`config.mk`:
```
export PLATFORM = sky130hd
export DESIGN_NAME = eth_rx_fcs
export DESIGN_NICKNAME = d
export VERILOG_FILES = /design/src/rtl/eth_pkg.sv /design/src/rtl/eth_crc32_dibit.sv /design/src/rtl/eth_rx_fcs.sv
export SDC_FILE = /design/constraint.sdc
export NUM_CORES = 1
export LEC_CHECK = 0
export CORE_MARGIN = 2
export CORE_UTILIZATION = 50
export DETAILED_ROUTE_END_ITERATION = 10
export GPL_ROUTABILITY_DRIVEN = 1
export GPL_TIMING_DRIVEN = 0
export PLACE_DENSITY = 0.7
export SETUP_SLACK_MARGIN = 0.02
export SLEW_MARGIN = 15
export SYNTH_ARGS = -nofsm -noshare
export SYNTH_HDL_FRONTEND = slang
export SYNTH_SLANG_ARGS = --single-unit
```
`constraint.sdc`:
```
create_clock -name clk -period 5.6 [get_ports clk]
set_clock_uncertainty 0.1 [all_clocks]
set_input_delay 1.68 -clock clk [delete_from_list [all_inputs] [get_ports clk]]
set_output_delay 1.68 -clock clk [all_outputs]
set_load 0.005 [all_outputs]
```
`src/rtl/eth_pkg.sv`:
```
// Shared Ethernet RX/TX definitions: CRC-32 constants,
// preamble/SFD dibits and the receive state encoding.
package eth_pkg;

  localparam logic [31:0] CRC32_POLY    = 32'h04C11DB7;
  localparam logic [31:0] CRC32_INIT    = 32'hFFFFFFFF;
  localparam logic [31:0] CRC32_RESIDUE = 32'hC704DD7B;

  localparam logic [1:0] PREAMBLE_DIBIT = 2'b01;
  localparam logic [1:0] SFD_DIBIT      = 2'b11;

  typedef enum logic [1:0] {
    IDLE,
    PREAMBLE,
    DATA,
    DROP
  } rx_state_e;

  function automatic logic [31:0] crc32_bit(
    input logic [31:0] c,
    input logic        b
  );
    logic fb;
    fb = c[31] ^ b;
    return {c[30:0], 1'b0} ^ (fb ? CRC32_POLY : 32'h0);
  endfunction

endpackage

```
`src/rtl/eth_crc32_dibit.sv`:
```
// Combinational CRC-32 advance by one RMII dibit,
// rxd[0] applied first; shared between RX and TX.
module eth_crc32_dibit
  import eth_pkg::*;
(
  input  logic [31:0] crc_in,
  input  logic [1:0]  dibit,
  output logic [31:0] crc_out
);

  logic [31:0] mid;

  always_comb begin
    mid     = crc32_bit(crc_in, dibit[0]);
    crc_out = crc32_bit(mid, dibit[1]);
  end

endmodule

```
`src/rtl/eth_rx_fcs.sv`:
```
// RMII receive front end: preamble/SFD hunt, byte assembly,
// running CRC-32 and end-of-frame status reporting.
module eth_rx_fcs
  import eth_pkg::*;
#(
  parameter int MIN_LEN = 64,
  parameter int MAX_LEN = 1522,
  parameter int CNT_W   = 11
) (
  input  logic             clk,
  input  logic             reset,
  input  logic             rx_dv,
  input  logic [1:0]       rxd,
  output logic             frame_start,
  output logic [7:0]       data_byte,
  output logic             data_valid,
  output logic             frame_done,
  output logic             fcs_ok,
  output logic             err_align,
  output logic             err_len,
  output logic [CNT_W-1:0] byte_count
);

  localparam logic [CNT_W-1:0] MIN_C = CNT_W'(MIN_LEN);
  localparam logic [CNT_W-1:0] MAX_C = CNT_W'(MAX_LEN);
  localparam logic [CNT_W-1:0] ONE_C = CNT_W'(1);

  rx_state_e        state_q, state_d;
  logic [31:0]      crc_q, crc_nxt;
  logic [1:0]       phase_q;
  logic [5:0]       shift_q;
  logic [CNT_W-1:0] cnt_q, cnt_inc;

  logic      sfd_hit, take, fin;
  rx_state_e pre_next;
  logic      pre_sfd;

  eth_crc32_dibit u_crc (
    .crc_in  (crc_q),
    .dibit   (rxd),
    .crc_out (crc_nxt)
  );

  assign cnt_inc = (cnt_q == '1) ? cnt_q : cnt_q + ONE_C;

  // Preamble rules, also applied to the first dibit seen from IDLE
  always_comb begin
    pre_next = PREAMBLE;
    pre_sfd  = 1'b0;
    unique case (1'b1)
      (rxd == SFD_DIBIT): begin
        pre_next = DATA;
        pre_sfd  = 1'b1;
      end
      (rxd == 2'b10): pre_next = DROP;
      default:        pre_next = PREAMBLE;
    endcase
  end

  always_comb begin
    state_d = state_q;
    sfd_hit = 1'b0;
    take    = 1'b0;
    fin     = 1'b0;
    unique case (state_q)
      IDLE: begin
        if (rx_dv) begin
          state_d = pre_next;
          sfd_hit = pre_sfd;
        end
      end
      PREAMBLE: begin
        if (!rx_dv) begin
          state_d = IDLE;
        end else begin
          state_d = pre_next;
          sfd_hit = pre_sfd;
        end
      end
      DATA: begin
        if (rx_dv) begin
          take = 1'b1;
        end else begin
          fin     = 1'b1;
          state_d = IDLE;
        end
      end
      DROP: begin
        if (!rx_dv) state_d = IDLE;
      end
      default: state_d = IDLE;
    endcase
  end

  always_ff @(posedge clk or posedge reset) begin
    if (reset) begin
      state_q     <= IDLE;
      crc_q       <= CRC32_INIT;
      phase_q     <= 2'd0;
      shift_q     <= 6'd0;
      cnt_q       <= '0;
      frame_start <= 1'b0;
      data_byte   <= 8'd0;
      data_valid  <= 1'b0;
      frame_done  <= 1'b0;
      fcs_ok      <= 1'b0;
      err_align   <= 1'b0;
      err_len     <= 1'b0;
      byte_count  <= '0;
    end else begin
      state_q     <= state_d;
      frame_start <= sfd_hit;
      frame_done  <= fin;
      data_valid  <= 1'b0;
      if (sfd_hit) begin
        crc_q      <= CRC32_INIT;
        phase_q    <= 2'd0;
        cnt_q      <= '0;
        fcs_ok     <= 1'b0;
        err_align  <= 1'b0;
        err_len    <= 1'b0;
        byte_count <= '0;
      end
      if (take) begin
        crc_q   <= crc_nxt;
        phase_q <= phase_q + 2'd1;
        shift_q <= {rxd, shift_q[5:2]};
        if (phase_q == 2'd3) begin
          data_byte  <= {rxd, shift_q};
          data_valid <= 1'b1;
          cnt_q      <= cnt_inc;
        end
      end
      // Residue includes the received FCS; any leftover dibits spoil it
      if (fin) begin
        fcs_ok     <= (crc_q == CRC32_RESIDUE) && (phase_q == 2'd0);
        err_align  <= (phase_q != 2'd0);
        err_len    <= (cnt_q < MIN_C) || (cnt_q > MAX_C);
        byte_count <= cnt_q;
      end
    end
  end

endmodule

```
# Word level (Yosys, flattened, before mapping)
# Index checks and enable logic that the tools add are counted.
[word_totals] reg_bits=78 inputBits=5 output_inout_bits=25 wordCells=73
[op_classes] addsub=2 magnitude_cmp=2 eq_ne=11 mux=30 n_bitwise=4 reduce_logical=11
[op_table] operator="$mux 11" count=6
[op_table] operator="$mux 32" count=2
[op_table] operator="$xor 32x32->32" count=2
[op_table] operator="$mux 27" count=2
[op_table] operator="$eq 32x32->1 const B" count=1
[op_table] operator="$mux 1" count=13
[op_table] operator="$add 11x1->11 const B" count=1
[op_table] operator="$eq 11x11->1 const B" count=1
[op_table] operator="$gt 11x11->1 const B" count=1
[op_table] operator="$lt 11x7->1 const B" count=1
[op_table] operator="$eq 2x2->1 const B" count=5
[op_table] operator="$mux 2" count=5
[op_table] operator="$pmux 2 s3" count=1
[op_table] operator="$reduce_bool 2->1" count=3
[op_table] operator="$logic_not 2->1" count=2
[op_table] operator="$ne 2x2->1 const B" count=2
[op_table] operator="$pmux 2 s2" count=1
[op_table] operator="$reduce_and 2->1" count=2
[op_table] operator="$reduce_or 2->1" count=2
[op_table] operator="$ne 3x3->1 const B" count=1
[op_table] operator="$add 2x1->2 const B" count=1
[op_table] operator="$eq 2x1->1 const B" count=1
[op_table] operator="$xor 1x1->1" count=2
[op_table] operator="$logic_and 1x1->1" count=1
[op_table] operator="$logic_or 1x1->1" count=1

# Depth between registers and ports, before layout
[logic_depth] ltp_word=7 ltp_mapped=7 depth_no_buf=6

# Cells and area by module
# Synthesis repeated with hierarchy kept, for this count alone.
[unflattened] hier_cells=389 area_unflattened_um2=3816.2
[modules_own_cells] module="eth_rx_fcs" instances=1 cells_per_inst=353 area_per_inst_um2=3402.0 seq_area_each_um2=1991.9
[modules_own_cells] module="eth_crc32_dibit" instances=1 cells_per_inst=36 area_per_inst_um2=414.1 seq_area_each_um2=0.0

# Worst setup path before layout
# Ideal clock, no wire load.
[synth_path] kind="input -> register" from="in rx_dv" to="reg cnt_q[8]" setup_ns=0.126 arrival_time_ns=2.989 required_ns=5.374 setup_slack_ns=2.385 stages=6 path_buffers=1 cell_sequence="and3b_1 > clkbuf_1 > nand2_2 > inv_2 > mux2_2 > a221o_1"
[synth_between] elab_chain_cells=5 word_cells_on_any_way=8 classes_between="eq/ne (1); mux (7)"
[synth_rtl] element="start: declaration" line_no="eth_rx_fcs.sv:12" rtl="input logic rx_dv,"
[synth_rtl] element="$mux 1" line_no="eth_rx_fcs.sv:67, eth_rx_fcs.sv:73"
[synth_rtl] element="$mux 1"
[synth_rtl] element="$mux 11" line_no="eth_rx_fcs.sv:115" rtl="if (sfd_hit) begin"
[synth_rtl] element="$mux 11" line_no="eth_rx_fcs.sv:128" rtl="if (phase_q == 2'd3) begin"
[synth_rtl] element="$mux 11" line_no="eth_rx_fcs.sv:124" rtl="if (take) begin"
[synth_rtl] element="end signal: assignment" line_no="eth_rx_fcs.sv:131" rtl="cnt_q <= cnt_inc;"
[synth_rtl] element="end: declaration" line_no="eth_rx_fcs.sv:32" rtl="logic [CNT_W-1:0] cnt_q, cnt_inc;"
# Several ways; a longest one is shown, not always the timed one.
# A chain may end at the register's enable or synchronous reset.

# Worst setup path after layout
# Ends and elaborated chain as after synthesis.

==> flow_summary.json <==
{
  "worst-path-stages": 7,
  "rsz0062_at_grt": "no",
  "die-area_um2": 7790,
  "layout_common_cells": "nand2_1 (73), dfrtp_1 (46), a21oi_1 (32), dfstp_2 (32), clkdlybuf4s50_1 (29)",
  "clk_pin_slew_ps": 80,
  "cts_tree": "yes",
  "postRouteAntennaNets": 0,
  "hold_path.class": "flip-flop to flip-flop",
  "seqCellArea_um2": 1990,
  "yosysSeqAreaShare": 0.561,
  "grtUsageTotal": 0.202,
  "hp-start": "data_byte[2]",
  "grt-busiest-layer": "met2",
  "critPathLaunchType": "input pin",
  "wl_um": 7330,
  "ys_ff_latch": 78,
  "io_buffers": 29,
  "path_delay_family": "buffers and inverters",
  "synthCells": 363,
  "reg2reg_slack_ps": 3390,
  "startpoint": "rx_dv",
  "viasPerCell": 5.33,
  "fillerInstances": 589,
  "drtPass1Iterations": 4,
  "postCtsHoldBufs": 0,
  "syn-cell-area_um2": 3550,
  "grt.overflow.total": 0,
  "p_leak_nw": 1.83,
  "drtIter0Drc": 234,
  "clock_sink_count": 78,
  "multi_input_area_um2": 1460,
  "regToRegEndpoint": "cnt_q[8]",
  "status": "completed",
  "fin_setup_tns_ps": 0,
  "worst_pin_slew_ps": 515,
  "relSlewSlack": 0.657,
  "die_x_um": 88.3,
  "min_period_ps": 3690,
  "arrival_ps": 3820,
  "hold-worst-slack_ps": 375,
  "layout.cells.non_filler": 505,
  "met2_usage": 0.302,
  "placed_cells": 489,
  "cp_max_fo": 9,
  "cp.required_ps": 5730,
  "use_met1": 0.291,
  "antenna_found_initial": 0,
  "reg2reg_depth": 6,
  "crit_chain": "clkdlybuf4s50_1 -> and3b_1 -> clkbuf_1 -> nand2_2 -> inv_2 -> mux2_2 -> a221o_1",
  "synth-edff-count": 0,
  "cts_resized": 0,
  "grt_pass1_wl_um": 12100,
  "max_stage_delay_ps": 550,
  "synth.distinct_cells": 43,
  "setup_viol": 0,
  "crit_slowest_cell": "clkdlybuf4s50_1",
  "power.density_nw_per_um2": 408,
  "r2r_start": "state_q[1]",
  "grt_pass1_vias": 2518,
  "ir_drop_mv": 0.234,
  "syn_nets": 371,
  "endpoint": "cnt_q[8]",
  "antenna_cells": 0,
  "hpwlAfterDp_um": 5080,
  "fmax_mhz": 271,
  "avgSynthCellArea_um2": 9.79,
  "maxCapViolCount": 0,
  "cts_max_path_buffers": 2,
  "ios": 30,
  "via_count": 2691,
  "gp_congestion": 0.763,
  "synth_top_cell_area_share": 0.324,
  "cts_buffers": 9,
  "end_kind": "flip-flop",
  "final_common_cell": "nand2_1",
  "critical_path_class": "input pin to flip-flop",
  "coreArea_um2": 6830,
  "min_path_cells": 2,
  "clkLatencyLatePin_ps": 340,
  "post_drt_wl_per_cell_um": 14.5,
  "synth_area_leader_cell": "dfrtp_1",
  "start_util": 0.520,
  "cts_max_level": 3,
  "use_met3": 0.0345,
  "netlist_top_cells_area": "dfrtp_1 (32%), dfstp_2 (24%), nand2_1 (7.7%)",
  "synth-async-reset-ratio": 1.00,
  "hold_viol": 0,
  "final_nets": 412,
  "drive_above_1_share": 0.142,
  "die-height_um": 88.3,
  "post-cts-setup-buffers": 0,
  "timing.final.crit_share": 0.659,
  "area_growth_pct": 18.5,
  "grt_max_degree": 43,
  "yosysWarnings": 0,
  "root_buffer": "clkbuf_8",
  "ys.flop_type": "dfrtp_1",
  "placementRows": 30,
  "slew_violations": 0,
  "worst-path-buf-inv": 3,
  "remaining_drc_errors": 0
}
worst register-to-register path, delay by kind of cell, from the launching register on:
family	cells	cell delay (ps)
compound gates	1	370
buf+inv	2	410
flops	1	420
mux	1	450
simple gates	2	360
layer usage:
metal / up-vias / part of all wire
met5: - / 0
met4: 0 / 0.018
met3: 12 / 0.040
met2: 67 / 0.45
met1: 1294 / 0.49
li1: 1318 / -
report_power, final:
part	total, W	internal [W]	leakage, nW	switching (W)
combinational	0.000388	0.000206	0.753	0.000182
clock	0.000467	0.000273	0.114	0.000194
sequential	0.000860	0.000750	0.961	0.000110
worst min-delay path by stage:
stage              endpoint  slack [ps]
2_1_floorplan  data_byte[0]         340
3_3_place_gp   data_byte[0]         360
3_5_place_dp   data_byte[2]         360
4_1_cts        data_byte[0]         380
5_1_grt        data_byte[0]         390
6_report       data_byte[2]         370
layout make-up:
class	instances	share of cell area
Sequential cell	78	0.473
Multi-Input combinational cell	257	0.346
Timing Repair Buffer	30	0.0737
Clock buffer	12	0.0369
Tap cell	96	0.0285
Buffer	21	0.0187
Clock inverter	4	0.0163
Inverter	7	0.00684
registers in the layout, indices dropped and copies added, names as in the netlist:
signal       flops
crc_q           32
byte_count      11
cnt_q           11
data_byte        8
shift_q          6
phase_q          2
state_q          2
data_valid       1
err_align        1
err_len          1
fcs_ok           1
frame_done       1
frame_start      1
cell usage after synthesis, drive strengths merged (3+ instances only):
master / instances
o21ai: 10
nand3: 20
xor2: 3
inv: 7
clkbuf: 18
nand2: 74
a21oi: 32
dfrtp: 46
xnor2: 20
nor3: 24
dfstp: 32
nor4: 5
and3: 4
ha: 3
nor2: 27
nand4: 4
buf: 3
nor4bb: 3
stage by stage:
| step | total power, W | cell area [um2] | util | setup slack (ps) |
|---|---|---|---|---|
| after floorplan | 0.00112 | 3550 | - | 1880 |
| after global placement | 0.00124 | 3960 | 0.580 | 631 |
| after detailed placement | 0.00126 | 3990 | 0.583 | 1560 |
| after CTS | 0.00173 | 4210 | 0.616 | 1930 |
| after global routing | 0.00180 | 4210 | 0.616 | 1790 |
| final | 0.00172 | 4210 | 0.616 | 1910 |
kinds of logic after synthesis:
family | count (synthesis) | synth area share
XOR/XNOR | 23 | 0.0726
flip-flops | 78 | 0.561
AO/OA/AOI/OAI | 59 | 0.100
multiplexers | 2 | 0.00634
AND/OR/NAND/NOR | 170 | 0.220
adder cells (fa/ha/maj) | 3 | 0.0106
buffers and inverters | 28 | 0.0296
(Power assumes the default switching activity.)
